$ cat config.mk
export PLATFORM = sky130hd
export DESIGN_NAME = traffic_light_controller
export DESIGN_NICKNAME = d
export VERILOG_FILES = /design/src/rtl/tlc_pkg.sv /design/src/rtl/traffic_sensor.sv /design/src/rtl/traffic_light_controller.sv
export SDC_FILE = /design/constraint.sdc
export NUM_CORES = 1
export LEC_CHECK = 0
export CAP_MARGIN = 20
export CELL_PAD_IN_SITES_DETAIL_PLACEMENT = 1
export CELL_PAD_IN_SITES_GLOBAL_PLACEMENT = 1
export CORE_UTILIZATION = 39
export CTS_CLUSTER_DIAMETER = 30
export DETAILED_ROUTE_END_ITERATION = 8
export PLACE_DENSITY = 0.86
export RECOVER_POWER = 100
export SLEW_MARGIN = 20
export SYNTH_ARGS = -nofsm -noshare
export SYNTH_HDL_FRONTEND = slang
export SYNTH_SLANG_ARGS = --single-unit
$ cat constraint.sdc
create_clock -name clk -period 1.6 [get_ports clk]
set_clock_uncertainty 0.15 [all_clocks]
set_input_delay 0.24 -clock clk [delete_from_list [all_inputs] [get_ports clk]]
set_output_delay 0.24 -clock clk [all_outputs]
set_load 0.1 [all_outputs]
$ cat src/rtl/tlc_pkg.sv
// Shared types and constants for the traffic light controller.
//   tlc_state_t     : FSM state encoding S0..S3
//   LFSR_LOCKUP_SUB : seed substituted for an all-zero LFSR seed
//   tlc_lamps_t     : one road's red/green/yellow lamp triple
//   tlc_decode()    : state -> lamps for both roads
package tlc_pkg;

    typedef enum logic [1:0] {
        S0 = 2'd0,   // A green,  B red
        S1 = 2'd1,   // A yellow, B red
        S2 = 2'd2,   // A red,    B green
        S3 = 2'd3    // A red,    B yellow
    } tlc_state_t;

    localparam logic [3:0] LFSR_LOCKUP_SUB = 4'b0001;

    typedef struct packed {
        logic r;
        logic g;
        logic y;
    } tlc_lamps_t;

    typedef struct packed {
        tlc_lamps_t a;
        tlc_lamps_t b;
    } tlc_out_t;

    // Exactly one lamp per road in every state, never both greens.
    function automatic tlc_out_t tlc_decode(input tlc_state_t s);
        tlc_out_t o;
        case (s)
            S0:      begin o.a = '{r:1'b0, g:1'b1, y:1'b0}; o.b = '{r:1'b1, g:1'b0, y:1'b0}; end
            S1:      begin o.a = '{r:1'b0, g:1'b0, y:1'b1}; o.b = '{r:1'b1, g:1'b0, y:1'b0}; end
            S2:      begin o.a = '{r:1'b1, g:1'b0, y:1'b0}; o.b = '{r:1'b0, g:1'b1, y:1'b0}; end
            default: begin o.a = '{r:1'b1, g:1'b0, y:1'b0}; o.b = '{r:1'b0, g:1'b0, y:1'b1}; end
        endcase
        return o;
    endfunction

endpackage

$ cat src/rtl/traffic_sensor.sv
// Pseudo-random traffic sensor: 4-bit LFSR, presence flag is the MSB.
//   clk : clock, rising edge
//   rst : synchronous active-low reset, reloads SEED
//   T   : traffic present
module traffic_sensor
    import tlc_pkg::*;
#(
    parameter logic [3:0] SEED = 4'b0001
)(
    input  logic clk,
    input  logic rst,
    output logic T
);

    // An all-zero LFSR would never leave zero.
    localparam logic [3:0] SEED_EFF = (SEED == 4'b0000) ? LFSR_LOCKUP_SUB : SEED;

    logic [3:0] lfsr;

    always_ff @(posedge clk) begin
        if (!rst) lfsr <= SEED_EFF;
        else      lfsr <= {lfsr[2:0], lfsr[3] ^ lfsr[2]};
    end

    assign T = lfsr[3];

endmodule

$ cat src/rtl/traffic_light_controller.sv
// Two-road traffic light controller driven by two LFSR traffic sensors.
//   clk        : clock, rising edge
//   rst        : synchronous active-low reset (state S0, sensors reseeded)
//   Ra/Ga/Ya   : road-A red/green/yellow lamps
//   Rb/Gb/Yb   : road-B red/green/yellow lamps
//   Ta/Tb      : sensor values, only when TLC_SENSOR_PORTS_EN is defined
// Parameters: SEED_A, SEED_B sensor seeds; YELLOW_CYCLES yellow length (1..15).
module traffic_light_controller
    import tlc_pkg::*;
#(
    parameter logic [3:0]  SEED_A        = 4'b1001,
    parameter logic [3:0]  SEED_B        = 4'b0110,
    parameter int unsigned YELLOW_CYCLES = 1
)(
    input  logic clk,
    input  logic rst,
    output logic Ra,
    output logic Ga,
    output logic Ya,
    output logic Rb,
    output logic Gb,
    output logic Yb
`ifdef TLC_SENSOR_PORTS_EN
    ,
    output logic Ta,
    output logic Tb
`endif
);

    localparam logic [3:0] YEL_LAST = 4'(YELLOW_CYCLES - 1);

    logic       ta, tb;
    tlc_state_t state, state_n;
    logic [3:0] ycnt, ycnt_n;
    tlc_out_t   lamps;

    traffic_sensor #(.SEED(SEED_A)) u_sensor_a (.clk(clk), .rst(rst), .T(ta));
    traffic_sensor #(.SEED(SEED_B)) u_sensor_b (.clk(clk), .rst(rst), .T(tb));

`ifdef TLC_SENSOR_PORTS_EN
    assign Ta = ta;
    assign Tb = tb;
`endif

    // Yellow counter is cleared on entry to a yellow state and counts the
    // cycles spent there; leaving happens on its last cycle.
    always_comb begin
        state_n = S0;
        ycnt_n  = ycnt;
        case (state)
            S0: begin
                if (ta) state_n = S0;
                else begin state_n = S1; ycnt_n = 4'd0; end
            end
            S1: begin
                if (ycnt == YEL_LAST) state_n = S2;
                else begin state_n = S1; ycnt_n = ycnt + 4'd1; end
            end
            S2: begin
                if (tb) state_n = S2;
                else begin state_n = S3; ycnt_n = 4'd0; end
            end
            S3: begin
                if (ycnt == YEL_LAST) state_n = S0;
                else begin state_n = S3; ycnt_n = ycnt + 4'd1; end
            end
            default: begin state_n = S0; ycnt_n = 4'd0; end
        endcase
    end

    always_ff @(posedge clk) begin
        if (!rst) begin
            state <= S0;
            ycnt  <= 4'd0;
        end else begin
            state <= state_n;
            ycnt  <= ycnt_n;
        end
    end

    // Moore outputs: a pure decode of the state register.
    assign lamps = tlc_decode(state);
    assign Ra = lamps.a.r;
    assign Ga = lamps.a.g;
    assign Ya = lamps.a.y;
    assign Rb = lamps.b.r;
    assign Gb = lamps.b.g;
    assign Yb = lamps.b.y;

endmodule

Word-level counts from Yosys, hierarchy flattened
Index checks and enable logic that the tools add are counted.

cells by class
  div/mod/pow operators = 0
  multiply operators = 0
  multiplexer cells = 10
  add/subtract/negate cells = 1
  $lt $le $gt $ge = 0
  reductions and logical operators = 4
  shift-type cells = 0
  bitwise logic cells = 2
  equality and inequality tests = 6

operators with widths
  kind                 count
  $pmux 6 s3           1
  $mux 4               3
  $pmux 4 s3           1
  $pmux 2 s4           1
  $ne 2x2->1 const B   3
  $add 4x1->4 const B  1
  $eq 2x2->1 const B   2
  $logic_not 4->1      1
  $mux 2               2
  $reduce_and 3->1     1
  $eq 2x1->1 const B   1
  $logic_not 2->1      1
  $mux 1               2
  $reduce_or 2->1      1
  $xor 1x1->1          2

storage, ports and cells
  memories kept = 0
  RAM bits = 0
  register bits after elaboration = 14
  ROM bits = 0
  latch bits = 0
  word-level logic and storage cells = 27

Logic depth before layout (Yosys ltp)
  depth after elaboration = 4
  depth in mapped cells = 5

Hierarchy
Synthesis repeated with hierarchy kept, for this count alone.

unflattened totals
  cells, all modules = 58
  area, all modules = 564.3 µm²

by module, submodules not included
  module                       area an instance (µm²)  times used  cells each
  traffic_light_controller     337.8                   1           40
  traffic_sensor (u_sensor_b)  115.1                   1           9
  traffic_sensor (u_sensor_a)  111.4                   1           9

Worst setup path after synthesis
No wires, ideal clock.

  path type = flip-flop to output port
  from = reg state[1]
  to = out Gb
  setup slack = -1.038 ns
  stages on the path, launching flop included = 3
  arrival = 2.248 ns
  cell sequence = dfxtp_1 > inv_1 > nor2_1

on the way
  cells in the longest elaborated chain, start to end = 2

RTL lines
  what                                line                            text
  start, declared                     traffic_light_controller.sv:33  tlc_state_t state, state_n;
  start signal, assigned              traffic_light_controller.sv:76  state <= state_n;
  $eq 2x2->1 (tied with other cells)  tlc_pkg.sv:31                   case (s)
  $pmux 6 s3 (*)                      tlc_pkg.sv:31
  end, declared                       traffic_light_controller.sv:21  output logic Gb,

Every way passes the cells marked *; elsewhere a longest branch is shown, timed or not.

Worst setup path in the final report
  from = reg ycnt[0]
  to = reg ycnt[0]

on the way
  cells in the longest elaborated chain, start to end = 3

RTL lines
  what                                            line                            text
  start, declared                                 traffic_light_controller.sv:34  logic [3:0] ycnt, ycnt_n;
  start signal, assigned                          traffic_light_controller.sv:77  ycnt <= ycnt_n;
  $add 4x1->4 or $logic_not 4->1 (tied branches)  n/a
  $mux 4 or $ne 2x2->1 (tied branches)            n/a
  $pmux 4 s3 or $reduce_and 3->1 (tied branches)  n/a

Several ways; a longest one is shown, not always the timed one. The select of a mux whose other input is x is not followed.
A chain may end at the register's enable or synchronous reset.

==> impl_metrics.yaml <==
status:
  status: "complete, no violations"
synthesis:
  syn_area_per_cell_um2: 10.1
  synth_flop_cell: "dfxtp_1"
  yosysMostFrequentCell: "dfxtp_1"
  synth_top_cell_area_share_pct: 47.1
  syn-cell-area_um2: 596
  synth_edf_count: 0
  synthTopCellsByArea: "dfxtp_1 47%, and2_1 7.4%, ha_1 4.2%, nand2b_1 4.2%, xnor2_1 2.9%"
  synth_top_cells_by_count: "14 x dfxtp_1, 7 x and2_1, 4 x nand2b_1, 4 x nor2_1, 3 x inv_1"
  synth_cell_types: 27
  yosys_warnings: 0
  synth_nets: 63
  synthArstFlopShare_pct: 0
  syn_inst: 59
  yosysTopAreaCell: "dfxtp_1"
  synth_seq_cells: 14
  ys_seq_area_share_pct: 47.1
die:
  die-area_um2: 1690
  rows: 13
  fp.dieH_um: 41.1
  die_w_um: 41.1
  core-area_um2: 1370
  initial_core_util_pct: 43.6
  io_pins: 8
global_routing:
  use_met3_pct: 6.52
  use_met2_pct: 26.2
  grtUsageTotal_pct: 18.9
  grt_use_met1_pct: 22.3
  overflow: 0
  grt_pass1_vias: 409
  antenna_found_initial: 0
  grt_max_degree: 11
  grt_pass1_wl_um: 1860
  busiest_layer: "met2"
power:
  comb_power_share_pct: 30.0
  p_per_area_nw_per_um2: 1110
  total_power_w: 0.000855
  switching_power_w: 0.000300
  p_sw_share_pct: 35.1
  peakVddDrop_uv: 566
  power.internal_w: 0.000555
  clockPowerShare_pct: 23.9
  p_seq_share_pct: 46.0
  p_leak_nw: 0.319
timing:
  setup_viol_count_final: 0
  tns_ns: 0
  grt_setup_unrepaired: "false"
  slew_headroom_pct: 77.0
  layout_setup_ws_ns: 0.0490
  period_needed_ns: 1.55
  max_freq_ghz: 0.645
  drv_slew: 0
  finalCritPeriodShare_pct: 96.9
  worst_pin_slew_ns: 0.338
  hold_viol: 0
critical_path:
  cp_cell_sequence: "inv_1 -> ha_1 -> or3b_4 -> o22ai_2 -> a22o_1"
  crit_required_ns: 1.63
  cp_top_family: "flip-flops"
  critPathSlowestCell: "dfxtp_1"
  crit_type: "register to register"
  cp_slowest_stage_delay_ns: 0.41
  path_buf_inv: 1
  critPathMaxFanout: 5
  critPathCaptureType: "register"
  start_kind: "register"
  worst_ep_arrival_time_ns: 1.58
clocking:
  clk_path_buf_depth: 2
  cts_tree: "yes"
  clk_latency_ns: 0.28
  cts_made_buffers: 3
  cts.reportedPaths.clkPinSlew_ns: 0.08
  postCtsHoldBufs: 0
  cts-root-buf: "clkbuf_4"
  clkSinkCount: 14
  cts_max_level: 1
final_layout:
  ff_latch_area_um2: 288
  nFillCells: 161
  drive_gt1_share_pct: 32.9
  design_area_um2: 772
  multi_input_area_um2: 304
  nNetsFinal: 75
  areaGrowthSynthToFinish_pct: 29.6
  fin_util_pct: 56.5
  antennaDiodeCount: 0
min_path:
  hp-class: "register to register"
route:
  drc: 0
  routedWlPerCell_um: 14.3
  drt-total-wl_um: 1210
  antenna_left: 0
  dr.pass1.iters: 4
  dr_total_vias: 444
  via_per_inst: 5.22
  drt-initial-drc-count: 5
run:
  max_cap_violations: 0
placed_design:
  io_buffers: 7
  place_hpwl_um: 893
  gp_congestion: 0.683
  place_area_um2: 759
  place_ws_ns: 0.00800
-- cell type report --
class | count | area share (%)
multi-input cells | 39 | 39.4
clock buffers | 4 | 3.40
repair buffers | 10 | 15.6
well taps | 15 | 2.43
inverters | 3 | 1.94
flip-flops and latches | 14 | 37.3
-- layer usage --
metal | wire [um] | up-vias
li1 | - | 219
met1 | 555 | 209
met2 | 564 | 11
met3 | 42 | 5
met4 | 52 | 0
met5 | 0 | -
-- state kept, by name, summed over array words and instances, names as in the netlist --
signal	flops
state	2
u_sensor_b.lfsr	4
u_sensor_a.lfsr	4
ycnt	4
-- final timing paths --
check,endpoint,startpoint,cells past startpoint,slack (ns)
hold / removal,u_sensor_b.lfsr[2],u_sensor_b.lfsr[1],1,0.26
hold reg to reg,u_sensor_b.lfsr[2],u_sensor_b.lfsr[1],1,0.26
setup / recovery,ycnt[0],ycnt[0],5,0.05
setup reg to reg,ycnt[0],ycnt[0],5,0.05
-- cells in the final DEF, fill, tap and decap left out, types with 2 or more instances in the layout --
cell / n
dfxtp_1: 12
nand2b_1: 4
and2_1: 4
clkbuf_4: 4
and2_0: 3
buf_12: 3
inv_1: 2
nand2_1: 2
xnor2_1: 2
nor2_1: 2
ha_1: 2
clkbuf_1: 2
dfxtp_4: 2
-- logic make-up after synthesis --
logic type,Yosys count,share of synthesized area [%]
XOR/XNOR,3,4.41
flip-flops,14,47.1
multiplexers,2,3.99
buffers and inverters,6,3.99
AND/OR/NAND/NOR,26,27.3
AO/OA/AOI/OAI,6,9.04
adder cells (fa/ha/maj),2,4.20
-- metrics by stage --
stage / instances / hold WS [ns]
CTS: 83 / 0.269
global placement: 79 / 0.239
floorplan: 59 / 0.236
global route: 85 / 0.290
detailed placement: 79 / 0.246
finish: 85 / 0.265
-- repair_timing --
action | 4_1_cts | 5_1_grt
resized for setup | 1 | 1
buffers inserted | 0 | 2
endpoints found under the setup margin | 3 | 2
-- power by group through the flow --
stage | Combinational (W) | Clock [W] | Sequential [W]
final | 0.000257 | 0.000204 | 0.000394
after floorplan | 0.000193 | 0 | 0.000390
after detailed placement | 0.000276 | 0 | 0.000402
after CTS | 0.000277 | 0.000210 | 0.000395
after global placement | 0.000270 | 0 | 0.000401
after global routing | 0.000269 | 0.000229 | 0.000398
Power figures use the tool's default switching activity.
